<file path="src/rtl/leaf_stream_packetizer.sv">
// Output-side leaf stage: buffers operator words in a FIFO and wraps each one into a
// 49-bit BFT packet (valid, dest leaf/port, 7-bit seq, payload), re-driving it on resend.
module leaf_stream_packetizer #(
  parameter logic [4:0] DST_LEAF   = 5'd2,
  parameter logic [3:0] DST_PORT   = 4'd0,
  parameter int         FIFO_DEPTH = 16
) (
  input  logic        clk,
  input  logic        reset,
  input  logic        ap_start,
  input  logic [31:0] din,
  input  logic        din_valid,
  output logic        din_ready,
  input  logic        resend,
  output logic [48:0] dout_leaf_interface2bft,
  output logic [15:0] sent_count
);

  localparam int AW = $clog2(FIFO_DEPTH);
  localparam logic [AW:0] FULL_COUNT = (AW+1)'(FIFO_DEPTH);

  typedef enum logic [1:0] {
    ST_IDLE,
    ST_EMIT,
    ST_WAIT
  } state_t;

  logic [31:0]   r_mem [FIFO_DEPTH];
  logic [AW-1:0] r_wrPtr;
  logic [AW-1:0] r_rdPtr;
  logic [AW:0]   r_count;

  state_t        r_state;
  state_t        w_nextState;
  logic [6:0]    r_seq;
  logic [6:0]    w_seqUse;
  logic [48:0]   r_packet;
  logic [48:0]   w_packetNext;
  logic [48:0]   r_dout;
  logic [15:0]   r_sentCount;

  logic          w_push;
  logic          w_pop;
  logic          w_accept;
  logic          w_fifoEmpty;

  assign w_fifoEmpty = (r_count == '0);
  assign din_ready   = (r_count != FULL_COUNT);
  assign w_push      = din_valid && din_ready;

  assign dout_leaf_interface2bft = r_dout;
  assign sent_count              = r_sentCount;

  always_ff @(posedge clk) begin
    if (w_push && !reset) begin
      r_mem[r_wrPtr] <= din;
    end
  end

  // A packet leaving WAIT without resend is accepted, so a pop on that same edge
  // must already carry the incremented sequence number.
  always_comb begin
    w_nextState  = r_state;
    w_pop        = 1'b0;
    w_accept     = 1'b0;
    case (r_state)
      ST_IDLE: begin
        if (!w_fifoEmpty && ap_start) begin
          w_pop       = 1'b1;
          w_nextState = ST_EMIT;
        end
      end
      ST_EMIT: begin
        w_nextState = ST_WAIT;
      end
      ST_WAIT: begin
        if (resend) begin
          w_nextState = ST_EMIT;
        end else begin
          w_accept = 1'b1;
          if (!w_fifoEmpty && ap_start) begin
            w_pop       = 1'b1;
            w_nextState = ST_EMIT;
          end else begin
            w_nextState = ST_IDLE;
          end
        end
      end
      default: begin
        w_nextState = ST_IDLE;
      end
    endcase
    w_seqUse     = w_accept ? (r_seq + 7'd1) : r_seq;
    w_packetNext = w_pop ? {1'b1, DST_LEAF, DST_PORT, w_seqUse, r_mem[r_rdPtr]} : r_packet;
  end

  always_ff @(posedge clk) begin
    if (reset) begin
      r_state     <= ST_IDLE;
      r_wrPtr     <= '0;
      r_rdPtr     <= '0;
      r_count     <= '0;
      r_seq       <= '0;
      r_sentCount <= '0;
      r_packet    <= '0;
      r_dout      <= '0;
    end else begin
      r_state  <= w_nextState;
      r_packet <= w_packetNext;
      if (w_push) begin
        r_wrPtr <= r_wrPtr + 1'b1;
      end
      if (w_pop) begin
        r_rdPtr <= r_rdPtr + 1'b1;
      end
      case ({w_push, w_pop})
        2'b10:   r_count <= r_count + 1'b1;
        2'b01:   r_count <= r_count - 1'b1;
        default: r_count <= r_count;
      endcase
      if (w_accept) begin
        r_seq       <= r_seq + 7'd1;
        r_sentCount <= r_sentCount + 16'd1;
      end
      // The port only shows a packet during EMIT; every other state drives zero.
      r_dout <= (w_nextState == ST_EMIT) ? w_packetNext : '0;
    end
  end

endmodule

</file>
<file path="config.mk">
export PLATFORM = sky130hd
export DESIGN_NAME = leaf_stream_packetizer
export DESIGN_NICKNAME = d
export VERILOG_FILES = /design/src/rtl/leaf_stream_packetizer.sv
export SDC_FILE = /design/constraint.sdc
export NUM_CORES = 1
export LEC_CHECK = 0
export CAP_MARGIN = 15
export CORE_UTILIZATION = 55
export CTS_BUF_LIST = sky130_fd_sc_hd__clkbuf_16
export CTS_CLUSTER_DIAMETER = 40
export DETAILED_ROUTE_END_ITERATION = 16
export DONT_BUFFER_PORTS = 1
export MAX_ROUTING_LAYER = met4
export PLACE_DENSITY_LB_ADDON = 0.12
export SLEW_MARGIN = 30
export SYNTH_ARGS = -nofsm -noshare
export SYNTH_HDL_FRONTEND = slang
export SYNTH_SLANG_ARGS = --single-unit
</file>
<file path="constraint.sdc">
create_clock -name clk -period 8.4 [get_ports clk]
set_input_delay 0 -clock clk [delete_from_list [all_inputs] [get_ports clk]]
set_output_delay 0 -clock clk [all_outputs]
set_load 0.05 [all_outputs]
</file>
; ---- Yosys cells after proc, flatten, opt, wreduce, memory -nomap -nowiden
; Memories as Yosys holds them, arrays and structs flattened. A register that Yosys moved wholly into a read port is not among the register bits.
; Cells that the tools add are included.
; Widths: inputs -> output; s select.
[classes]
n_reduce_logical = 9
mux = 16
n_eq_ne = 6
addsub = 6
bitwise_logic = 1
[ops]
columns = cell, n
row1 = $mux 49, 1
row2 = $add 16x1->16 const B, 1
row3 = $pmux 5 s2, 1
row4 = $add 4x1->4 const B, 2
row5 = $mux 1, 8
row6 = $mux 4, 2
row7 = $add 7x1->7 const B, 1
row8 = $mux 7, 1
row9 = $eq 2x1->1 const B, 3
row10 = $pmux 2 s3, 1
row11 = $add 5x1->5 const B, 1
row12 = $logic_not 5->1, 1
row13 = $ne 5x5->1 const B, 1
row14 = $sub 5x1->5 const B, 1
row15 = $eq 2x2->1 const B, 2
row16 = $logic_and 1x1->1, 3
row17 = $logic_not 1->1, 2
row18 = $logic_not 2->1, 1
row19 = $mux 2, 1
row20 = $pmux 1 s2, 1
row21 = $reduce_bool 2->1, 1
row22 = $reduce_or 2->1, 1
row23 = $not 1->1, 1
[word_totals]
ff_bits = 136
word_cells = 47
inputBits = 37
ramBits = 512
n_memories = 1
out_inout_bits = 66
[mem_list]
columns = name, depth, word_bits, read_ports, rd_ports_with_merged_regs, write_ports, line
row1 = r_mem, 16, 32, 1, 1, 1, 28  ; logic [31:0] r_mem [FIFO_DEPTH];

; ---- Logic depth before layout (Yosys ltp)
[depth]
word_depth = 9
mapped_depth = 13
mapped_depth_nobuf = 10

; ---- Worst setup path after synthesis
; OpenSTA, ideal clock, no wires.
[synth_path]
path_kind = flip-flop to flip-flop
start = register r_count[1]
end = register r_count[4]
n_path_buf = 3
stages_incl_launch_ff = 14
path_slack_ns = 5.374
arrival_ns = 2.944
cell_sequence = dfxtp_1 buf_6 or4_4 o211ai_4 inv_2 buf_2 ha_1 clkbuf_1 xor2_1 ha_1 a21oi_1 a221o_1 a2111o_1 o2111ai_1
[synth_via]
elab_chain_cells = 8
[synth_lines]
columns = item, line
row1 = start: declaration, 31  ; logic [AW:0] r_count;
row2 = start signal: assignment, 117  ; 2'b10: r_count <= r_count + 1'b1;
row3 = start signal: assignment, 118  ; 2'b01: r_count <= r_count - 1'b1;
row4 = start signal: assignment, 119  ; default: r_count <= r_count;
row5 = $logic_not 5->1, 47  ; assign w_fifoEmpty = (r_count == '0);
row6 = $logic_not 1->1, "68, 81"
row7 = $logic_and 1x1->1, "68, 81"
row8 = $mux 1, "68, 81"
row9 = $mux 1, 77  ; if (resend) begin
row10 = $pmux 1 s2, 66  ; case (r_state)
row11 = $eq 2x1->1 / $eq 2x2->1 (equally long branches), 116  ; case ({w_push, w_pop})
row12 = $pmux 5 s2 / $reduce_bool 2->1 (equally long branches), -
; Parallel ways exist; a longest one is shown, timed or not.
; A chain may end at the register's enable or synchronous reset.

; ---- Final worst setup path
[layout_path]
start = register r_count[0]
end = register r_count[4]
; The elaborated chain is that of the path after synthesis.

==> run_results.csv <==
group,metric,value,unit
critical_path,critPathMaxFanout,15,
routing,drtAntennaViolNets,0,
routing,wirelength,51.53,mm
cts,clk_latency,0.62,ns
critical_path,cp.required,8.92,ns
timing,clock.fmax,309.0,MHz
synth,yosys.area_share.simple,5.837,%
critical_path,r2r_slack,5.16,ns
synth,synth_compound_area_share,2.323,%
cts,clock_sinks,652,
timing,setup_viol_count_final,0,
floorplanning,io_pins,103,
timing,finalMaxSlewViolations,0,
synth,synth_top_area_share,62.59,%
synth,synth_top_family_by_area,"multiplexers",
place,placement.io_buffers,0,
hold_path,min_path_type,"input pin to flop",
critical_path,ff2ff_path_depth,10,
place,postPlaceCellArea,25280,sq um
cts,cts-root-buf,"clkbuf_16",
cts,cts_resized,0,
synth,synth-edff-count,512,
routing,first_pass_iters,4,
synth,ys_seq_elements,652,
global_route,grt_max_degree,89,
final_layout,syn2layout_area_growth,17.31,%
critical_path,endpoint,"r_count[4]",
critical_path,critPathLaunch,"r_count[0]",
final_layout,mostFrequentLayoutCells,"512 x edfxtp_1, 137 x dfxtp_1, 128 x mux4_2",
timing,worst_pin_slew,1.031,ns
floorplanning,start_util,55.67,%
synth,synth_fp_nets,1331,
critical_path,worstSetupPathType,"flop to flop",
global_route,grt_antenna_before_repair,2,
floorplanning,rows,77,
synth,synth-adder-area-share,0.5603,%
global_route,grt_pass1_vias,12220,
global_route,grt-ovfl-total,0,
global_route,grt.total_usage,24.13,%
routing,post-route-drc-count,0,
cts,cts_tree,"built",
final_layout,fillers,3080,
final_layout,final_common_cell,"edfxtp_1",
timing,holdWs,0.2531,ns
timing,fin_worst_skew,0.02248,ns
place,place.gp.congestion,0.7488,
cts,clk_pin_slew_worst_paths,0.06,ns
synth,synthFlopType,"edfxtp_1",
cts,numCtsBuffers,89,
timing,finalCritPeriodShare,38.52,%
routing,vias_per_cell,5.933,
critical_path,cp-end-kind,"flop",
floorplanning,die_h,213.3,microns
timing,finalHoldViolCount,0,
routing,wire_per_inst,25.21,microns
synth,syn_area,24560,sq um
synth,synthDistinctLibCells,54,
timing,rsz0062_at_grt,"no",
timing,finalSetupTns,0,ns
cts,cts_setup_buffers,0,
global_route,grt_pass1_wl,76.51,mm
synth,syn_inst,1283,
power,p_leak,0.009201,uW
final_layout,drive_gt1_share,29.72,%
cts,cts_hold_buf,39,
status,outcome,"complete, no violations",
critical_path,critPathLaunchType,"flop",
synth,synth_area_leaders,"edfxtp_1 63%, mux4_2 12%, dfxtp_1 11%",
power,ir_drop,0.2015,mV
routing,drtIter0Drc,1026,
synth,synth-xor-area-share,0.6775,%
routing,dr_total_vias,12130,
final_layout,finalNetCount,1423,
synth,synthArstFlopShare,0,%
floorplanning,dieWidth,213.3,microns
synth,syn_area_per_cell,19.15,sq um
cts,htree_levels,3,
critical_path,r2r_end,"r_count[4]",
flow_run,drv_cap,0,
timing,slew_headroom,31.26,%
timing,post-route-min-period,3.236,ns
cts,clk_path_buf_depth,3,
floorplanning,design.core.area,44120,sq um
critical_path,arrival,3.76,ns
final_layout,design_area,28820,sq um
place,hpwl,24.16,mm
critical_path,r2r_start,"r_count[0]",
floorplanning,die-area,45510,sq um
synth,yosysSeqAreaShare,74.00,%
power,powerDensity,303.2,nW/um^2
synth,synth_top_cell_by_area,"edfxtp_1",
synth,synth_mux_area_share,14.97,%
synth,yosys_warnings,0,
[how the worst min path moves through the flow]
stage	slack, ns	cells after the start	from	to
final	0.25	3	reset	r_mem[10][1]
after global routing	0.27	3	reset	r_mem[10][31]
after CTS	0.007	3	din_valid	r_wrPtr[2]
after detailed placement	0.09	1	reset	sent_count[4]
after global placement	0.08	1	reset	sent_count[14]
after floorplan	0.1	0	din[0]	r_mem[0][0]
[synthesized netlist by cell type, types with 6 or more instances]
master,n
clkbuf_1,29
and2_1,17
edfxtp_1,512
dfxtp_1,140
mux2_2,66
nor2_1,55
o21ai_0,8
ha_1,11
xor2_1,14
nand2_1,19
or3_1,8
nor2_4,31
o22ai_1,34
mux4_2,128
nor3_1,73
buf_2,21
a21oi_1,14
buf_1,6
inv_1,10
nand4_1,10
[power breakdown]
| part | total (uW) | internal, uW | switching, uW | leakage (uW) |
|---|---|---|---|---|
| logic | 973 | 377 | 596 | 0.00193 |
| clock network | 3820 | 2390 | 1430 | 0.00152 |
| registers | 3940 | 3670 | 271 | 0.00575 |
[final cells by class]
type	instances	area [sq um]	area share, %
sequential	652	18190	63.12
inverter	11	43.79	0.1520
clock inverter	73	780.7	2.710
multi-input combinational	555	6106	21.19
timing repair buffer	66	623.1	2.162
tap	592	740.7	2.571
clock buffer	93	2327	8.076
antenna	2	5.005	0.01737
[sequential cells by signal, indices dropped and copies added, names as in the netlist, named ones only]
signal                   count
sent_count                  16
r_wrPtr                      4
r_seq                        7
r_count                      5
r_state                      2
r_packet                    49
r_mem                      512
dout_leaf_interface2bft     49
r_rdPtr                      4
[critical path, cell delays in order, from the launching register on]
cell	delay (ns)
dfxtp_1	0.37
or4_4	0.62
o211ai_4	0.31
inv_4	0.20
ha_1	0.36
xor2_1	0.18
ha_1	0.18
a21oi_1	0.08
a221o_1	0.37
a2111o_1	0.39
o2111ai_1	0.08
[through the flow]
step	setup slack (ns)	instances	total power [uW]	util, %
CTS	5.110	2040	8814	65.26
floorplan	5.374	1283	4715	-
detailed placement	5.118	1835	4927	57.29
finish	5.164	2044	8737	65.30
global placement	5.116	1835	4906	57.29
global route	4.931	2044	9044	65.30
[metal layers]
| layer | vias up | global-route usage [%] | part of all wire [%] |
|---|---|---|---|
| li1 | 5353 | - | - |
| met1 | 6329 | 32.48 | 43 |
| met2 | 353 | 37.33 | 49 |
| met3 | 92 | 4.789 | 6.1 |
| met4 | 0 | 7.833 | 1.9 |
| met5 | - | - | 0 |
[logic make-up after synthesis]
kind of cell               Yosys count
AOI/OAI and AO/OA                   82
DFF                                652
buffers and inverters               76
and+or+nand+nor                    244
muxes                              199
adders and majority gates           11
xor gates and xnor gates            19
Note: power is estimated with default switching activity, not from simulation.
